==> src/rtl/ext_bridge_arbiter.sv <==
// ext_bridge_arbiter
//   Two-port arbiter and sequencer for the 16-bit external Avalon bridge
//   slave of mp3player_soc. Port 0 is the audio sample fetcher and port 1 is
//   the UI/control logic. Only one read or write is in flight at a time. Each
//   transfer runs until the bridge acknowledges it. Read data then goes back
//   to the port that won the grant.
//
//   Parameters
//     ADDR_W          bridge word address width
//     DATA_W          bridge data width
//     TIMEOUT_CYCLES  strobe cycles without acknowledge before abort
//                     (only used when EXT_BRIDGE_ARB_TIMEOUT_EN is defined)
//
//   Ports
//     clk_clk, reset_reset_n          clock, asynchronous active-low reset
//     pN_req/we/addr/be/wdata         requester N (N = 0,1) transfer request
//     pN_done/rdata/err               one-cycle completion pulse with result
//     bridge_*                        Avalon bridge master side
//     busy                            arbiter not idle
//
//   Optional feature
//     EXT_BRIDGE_ARB_TIMEOUT_EN: abort a transfer after TIMEOUT_CYCLES strobe
//     cycles without acknowledge. The port then sees done with err set.
//     Without the macro, BUSY waits for the acknowledge indefinitely and
//     pN_err is tied low.
module ext_bridge_arbiter #(
  parameter int ADDR_W         = 26,
  parameter int DATA_W         = 16,
  parameter int TIMEOUT_CYCLES = 1024
) (
  input  logic              clk_clk,
  input  logic              reset_reset_n,

  input  logic              p0_req,
  input  logic              p0_we,
  input  logic [ADDR_W-1:0] p0_addr,
  input  logic [1:0]        p0_be,
  input  logic [DATA_W-1:0] p0_wdata,
  output logic              p0_done,
  output logic [DATA_W-1:0] p0_rdata,
  output logic              p0_err,

  input  logic              p1_req,
  input  logic              p1_we,
  input  logic [ADDR_W-1:0] p1_addr,
  input  logic [1:0]        p1_be,
  input  logic [DATA_W-1:0] p1_wdata,
  output logic              p1_done,
  output logic [DATA_W-1:0] p1_rdata,
  output logic              p1_err,

  output logic [ADDR_W-1:0] bridge_address,
  output logic [1:0]        bridge_byte_enable,
  output logic              bridge_read,
  output logic              bridge_write,
  output logic [DATA_W-1:0] bridge_write_data,
  input  logic              bridge_acknowledge,
  input  logic [DATA_W-1:0] bridge_read_data,

  output logic              busy
);

  typedef enum logic [1:0] {IDLE, BUSY, DONE} state_t;

  state_t            state, state_d;
  logic              last_grant;    // port of the current / most recent grant
  logic              grant_req;
  logic              grant_port;
  logic              sel_we;
  logic [ADDR_W-1:0] sel_addr;
  logic [1:0]        sel_be;
  logic [DATA_W-1:0] sel_wdata;
  logic              finish;        // transfer ends this cycle (ack or abort)
  logic [DATA_W-1:0] finish_rdata;
  logic              timeout_hit;

  // NOTE: every signal assigned in always_comb gets a default first, so no
  // path leaves it unassigned and no latch is inferred.
  always_comb begin
    grant_req  = p0_req | p1_req;
    grant_port = p1_req;
    // With both ports requesting, give the grant to the port that did not
    // win last time. This makes continuous requests strictly alternate.
    if (p0_req && p1_req) grant_port = ~last_grant;

    sel_we    = grant_port ? p1_we    : p0_we;
    sel_addr  = grant_port ? p1_addr  : p0_addr;
    sel_be    = grant_port ? p1_be    : p0_be;
    sel_wdata = grant_port ? p1_wdata : p0_wdata;

    finish       = (state == BUSY) && (bridge_acknowledge || timeout_hit);
    // Writes and aborted transfers return zero. Only an acknowledged read
    // returns bridge data. Acknowledge wins over a coincident timeout.
    finish_rdata = (bridge_acknowledge && bridge_read) ? bridge_read_data : '0;

    state_d = state;
    unique case (state)
      IDLE:    if (grant_req) state_d = BUSY;
      BUSY:    if (finish)    state_d = DONE;
      DONE:    state_d = IDLE;  // requests ignored for this one cycle
      default: state_d = IDLE;
    endcase
  end

  // NOTE: sequential state uses non-blocking assignments only, and every
  // register has an asynchronous reset value so strobes drop the moment
  // reset_reset_n falls.
  always_ff @(posedge clk_clk or negedge reset_reset_n) begin
    if (!reset_reset_n) begin
      state <= IDLE;
    end else begin
      state <= state_d;
    end
  end

  always_ff @(posedge clk_clk or negedge reset_reset_n) begin
    if (!reset_reset_n) begin
      last_grant         <= 1'b1;
      busy               <= 1'b0;
      bridge_address     <= '0;
      bridge_byte_enable <= '0;
      bridge_read        <= 1'b0;
      bridge_write       <= 1'b0;
      bridge_write_data  <= '0;
      p0_done            <= 1'b0;
      p0_rdata           <= '0;
      p1_done            <= 1'b0;
      p1_rdata           <= '0;
    end else begin
      busy     <= (state_d != IDLE);
      // The completion outputs are single-cycle pulses.
      p0_done  <= 1'b0;
      p0_rdata <= '0;
      p1_done  <= 1'b0;
      p1_rdata <= '0;

      if (state == IDLE && grant_req) begin
        last_grant         <= grant_port;
        bridge_address     <= sel_addr;
        bridge_byte_enable <= sel_be;
        bridge_write_data  <= sel_wdata;
        bridge_read        <= ~sel_we;
        bridge_write       <= sel_we;
      end

      if (finish) begin
        bridge_read  <= 1'b0;
        bridge_write <= 1'b0;
        if (last_grant) begin
          p1_done  <= 1'b1;
          p1_rdata <= finish_rdata;
        end else begin
          p0_done  <= 1'b1;
          p0_rdata <= finish_rdata;
        end
      end
    end
  end

`ifdef EXT_BRIDGE_ARB_TIMEOUT_EN
  localparam logic [15:0] TIMEOUT_LAST = 16'(TIMEOUT_CYCLES - 1);

  logic [15:0] timeout_cnt;

  // The count equals the number of strobe cycles already spent without
  // acknowledge. The last allowed cycle is therefore TIMEOUT_LAST.
  assign timeout_hit = (state == BUSY) && !bridge_acknowledge &&
                       (timeout_cnt == TIMEOUT_LAST);

  always_ff @(posedge clk_clk or negedge reset_reset_n) begin
    if (!reset_reset_n) begin
      timeout_cnt <= '0;
      p0_err      <= 1'b0;
      p1_err      <= 1'b0;
    end else begin
      p0_err <= 1'b0;
      p1_err <= 1'b0;
      // Clearing in IDLE leaves the counter at zero on entry to BUSY.
      if (state == IDLE) begin
        timeout_cnt <= '0;
      end else if (state == BUSY && !bridge_acknowledge) begin
        timeout_cnt <= timeout_cnt + 16'd1;
      end
      if (timeout_hit) begin
        if (last_grant) p1_err <= 1'b1;
        else            p0_err <= 1'b1;
      end
    end
  end
`else
  logic unused_timeout_cfg;

  // Without the timeout feature, the limit parameter has no effect.
  assign unused_timeout_cfg = ^TIMEOUT_CYCLES;
  assign timeout_hit        = 1'b0;
  assign p0_err             = 1'b0;
  assign p1_err             = 1'b0;
`endif

endmodule

==> config.mk <==
export PLATFORM = sky130hd
export DESIGN_NAME = ext_bridge_arbiter
export DESIGN_NICKNAME = d
export VERILOG_FILES = /design/src/rtl/ext_bridge_arbiter.sv
export SDC_FILE = /design/constraint.sdc
export NUM_CORES = 1
export LEC_CHECK = 0
export ABC_CLOCK_PERIOD_IN_PS = 1970
export CORE_MARGIN = 1
export CORE_UTILIZATION = 40
export CTS_BUF_LIST = sky130_fd_sc_hd__clkbuf_2 sky130_fd_sc_hd__clkbuf_4 sky130_fd_sc_hd__clkbuf_8
export CTS_CLUSTER_DIAMETER = 120
export CTS_CLUSTER_SIZE = 30
export DETAILED_ROUTE_END_ITERATION = 12
export PLACE_DENSITY_LB_ADDON = 0.05
export SLEW_MARGIN = 10
export SYNTH_ARGS = -nofsm -noshare
export SYNTH_HDL_FRONTEND = slang
export SYNTH_SLANG_ARGS = --single-unit
==> constraint.sdc <==
create_clock -name clk_clk -period 1.97 [get_ports clk_clk]
set_clock_uncertainty 0.1 [all_clocks]
set_input_delay 0.2955 -clock clk_clk [delete_from_list [all_inputs] [get_ports clk_clk]]
set_output_delay 0.2955 -clock clk_clk [all_outputs]
set_load 0.02 [all_outputs]
; ---- Word-level counts from Yosys, hierarchy flattened
; Cells that the tools add are included.
[totals]
ff_bits = 84
mem_bits_rw = 0
latch_bits = 0
mem_count = 0
input_bits = 111
romBits = 0
out_inout_bits = 83
[classes]
mul = 0
muxes = 21
n_lt_le_gt_ge = 0
div_mod_pow = 0
n_shift = 0
eq_ne = 1
n_reduce_logical = 7
addsub = 0
bitwise_logic = 3
[op_table]
columns = operator, count
row1 = $mux W16, 6
row2 = $mux W26, 1
row3 = $mux W1, 10
row4 = $mux W2, 3
row5 = $logic_and A1 B1 Y1, 4
row6 = $pmux W2 S2, 1
row7 = $reduce_bool A2 Y1, 2
row8 = $eq A2 B1 Y1 const B, 1
row9 = $logic_not A2 Y1, 1
row10 = $not A1 Y1, 2
row11 = $or A1 B1 Y1, 1

; ---- Depth between registers and ports, before layout
[depth]
depth_word = 6
ltp_mapped = 5

; ---- Worst setup path after synthesis
; No wires, ideal clock.
[synth_timing]
path_type = reg2reg
start = register last_grant
end = register bridge_address[0]
synth_period_minus_slack_ps = 1701
n_path_buf = 2
arrival_time_ps = 1476
path_stages_with_launch = 6
slack_ps = 269
setup_time_ps = 125
cell_sequence = dfstp_2 -> a21bo_1 -> buf_6 -> buf_12 -> mux2_4 -> mux2_4
[synth_between]
elab_chain_cells = 3
[synth_lines]
columns = element, line
row1 = start: declaration, 66  ; logic last_grant;
row2 = start signal: assignment, 138  ; last_grant <= grant_port;
row3 = $not A1 Y1, 84  ; if (p0_req && p1_req) grant_port = ~last_grant;
row4 = $mux W1, 84
row5 = $mux W26, 87  ; sel_addr = grant_port ? p1_addr : p0_addr;
row6 = end signal: assignment, 139  ; bridge_address <= sel_addr;
row7 = end: declaration, 52  ; output logic [ADDR_W-1:0] bridge_address,
; No other way between the ends.
; A chain may end at the register's enable or synchronous reset.

; ---- Worst setup path after layout
[layout_timing]
start = register last_grant
end = register bridge_address[25]
; Same word-level chain as after synthesis.

==> results_dict.tcl <==
set metrics [dict create \
    clock_sink_count 84 \
    fin_nets 576 \
    ys_ff_latch 84 \
    antenna_found_initial 0 \
    cap_violations 0 \
    hp-class "input port to asynchronous set/reset pin" \
    pre_cts_ws_ps -126 \
    power_mw 7.61 \
    cts_root_buf "clkbuf_8" \
    synth_edf_count 0 \
    dr.pass1.iters 4 \
    dp_cells 582 \
    irDropWorstVdd_mv 0.499 \
    final_cells 599 \
    drive_gt1_share_pct 27.7 \
    start_util_pct 41.5 \
    timing_hold_violations_final 0 \
    synth.distinct_cells 19 \
    drtAntennaViolNets 0 \
    placed_area_mm2 0.00601 \
    synthToLayoutAreaGrowth_pct 62.4 \
    async_flop_share_pct 100 \
    post-route-period-util_pct 93.4 \
    clock_latency_ps 350 \
    power_density_mw_per_mm2 1220 \
    yosysWarningCount 0 \
    row_count 35 \
    die-area_mm2 0.0100 \
    synthesis.area_mm2 0.00385 \
    drt_iter0_drc 56 \
    die_h_um 100 \
    final_design_area_no_fill_mm2 0.00625 \
    design.core.area_mm2 0.00928 \
    cts_buffer_depth 2 \
    num_antenna_cells 0 \
    cp-end-kind "flip-flop" \
    post_drt_wl_per_cell_um 15.5 \
    leakagePower_nw 2.82 \
    synthTopCellsByCount "dfrtp_1, mux2_4, nor2_1, nand2_1, mux2_2" \
    io_pins 194 \
    start_kind "flip-flop" \
    postSynthAreaPerCell_um2 15.0 \
    grt_pass1_vias 2914 \
    cp.required_ps 2110 \
    slew_viol_final 0 \
    status "complete, no violations" \
    netlist_instances 257 \
    crit_fanout 19 \
    cts_made_buffers 9 \
    synthFlopType "dfrtp_1" \
    grt_max_degree 34 \
    crit_type "flip-flop to flip-flop" \
    fmax_mhz 543 \
    seq_area_frac_synth_pct 54.6 \
    cts_resized 0 \
    tritoncts "yes" \
    viasPerCell 4.53 \
    synth_most_common_cell "dfrtp_1" \
    finalSetupViolCount 0 \
    synth_largest_area_cell "dfrtp_1" \
    dp_hpwl_um 7020 \
    routed_wl_um 9270 \
    gp_congestion 0.706 \
    via_count 2714 \
    die_x_um 100 \
    synth_top_area_share_pct 54.0 \
    clkTransAtPathRegs_ps 90 \
    finalCriticalPeriod_ps 1840 \
    drc 0 \
    rsz0062_at_grt "false" \
    grt-ovfl-total 0 \
    htree_levels 3 \
    netlist_top_cells_area "dfrtp_1, mux2_4, mux2_2" \
    grt_pass1_wl_um 14800 \
    grt_use_total_pct 19.4 \
    port_buffers 191 \
    arrival_ps 1980 \
    worst_slack_ps 130 \
]
## critical path, stage by stage (launching register included)
cell and delay [ps]:
dfstp_2 550, a21bo_2 240, buf_12 210, mux2_2 350, mux2_2 260
## sequential cells by signal, summed over array words and instances (netlist names)
| name | count |
|---|---|
| bridge_write_data | 16 |
| bridge_address | 26 |
| p1_done | 1 |
| state | 2 |
| last_grant | 1 |
| p0_rdata | 16 |
| p0_done | 1 |
| bridge_read | 1 |
| busy | 1 |
| bridge_byte_enable | 2 |
| bridge_write | 1 |
| p1_rdata | 16 |
## path summary, 6_finish.rpt
| path | from | endpoint | depth (start not counted) | slack (ps) |
|---|---|---|---|---|
| hold / removal | reset_reset_n | bridge_address[8] | 2 | 320 |
| setup / recovery | last_grant | bridge_address[25] | 4 | 130 |
| min in group clk_clk | bridge_read_data[4] | p0_rdata[4] | 3 | 370 |
| max in group asynchronous | reset_reset_n | bridge_address[6] | 3 | 930 |
| setup reg to reg | last_grant | bridge_address[25] | 4 | 130 |
| hold reg to reg | state[1] | state[0] | 1 | 400 |
## power by group
| group | leakage, nW | internal, mW | total, mW | switching, mW |
|---|---|---|---|---|
| combinational | 1.65 | 2.13 | 3.63 | 1.51 |
| sequential | 1.06 | 2.26 | 2.56 | 0.296 |
| clock | 0.113 | 0.736 | 1.41 | 0.678 |
| total | 2.82 | 5.13 | 7.61 | 2.48 |
## cells by family after synthesis
group / count (synthesis) / share of synthesized area, %
other: 1 / 0.0974
flip-flops: 84 / 54.6
AO/OA/AOI/OAI: 2 / 0.455
AND/OR/NAND/NOR: 58 / 5.95
multiplexers: 92 / 34.5
buffers and inverters: 20 / 4.39
## final cells by class
| class | instances | area, um^2 |
|---|---|---|
| fillers | 722 | 3030 |
| repair buffers | 212 | 2160 |
| flip-flops and latches | 84 | 2100 |
| multi-input cells | 154 | 1590 |
| well taps | 129 | 161 |
| clock buffers | 9 | 124 |
| clock inverters | 7 | 105 |
| inverters | 4 | 15.0 |
## layer usage
layer,up-vias,track usage [%],routed length [um]
li1,1273,-,-
met1,1314,23.3,3980
met2,116,32.1,4340
met3,11,6.41,777
met4,0,8.25,172
met5,-,0,0
## placed cells by master, fill, tap and decap left out
cell type,count
conb_1,2
dlygate4sd3_1,1
inv_1,4
buf_4,14
dfstp_2,1
dfrtp_1,83
nor3_2,1
and2_1,2
buf_12,7
clkdlybuf4s50_1,190
mux2_4,78
clkinvlp_4,1
mux2i_1,2
clkbuf_8,9
bufinv_16,2
a21bo_2,1
nor2_1,34
nand2_1,19
nor3_1,1
mux2_2,12
inv_6,3
nand3b_1,1
a211oi_1,1
inv_8,1
## per-stage QoR
stage	hold slack [ps]	util [%]	TNS (ps)
2_1_floorplan	-100	-	0
3_3_place_gp	171	64.8	-2900
3_5_place_dp	174	64.8	-3080
4_1_cts	317	67.3	0
5_1_grt	364	67.3	0
6_report	315	67.3	0
## repair_timing
item                      4_1_cts  5_1_grt
buffers inserted                0        0
hold endpoints to repair       30        0
hold buffers                    1        0
No activity file was read; power rests on OpenSTA's default activity.
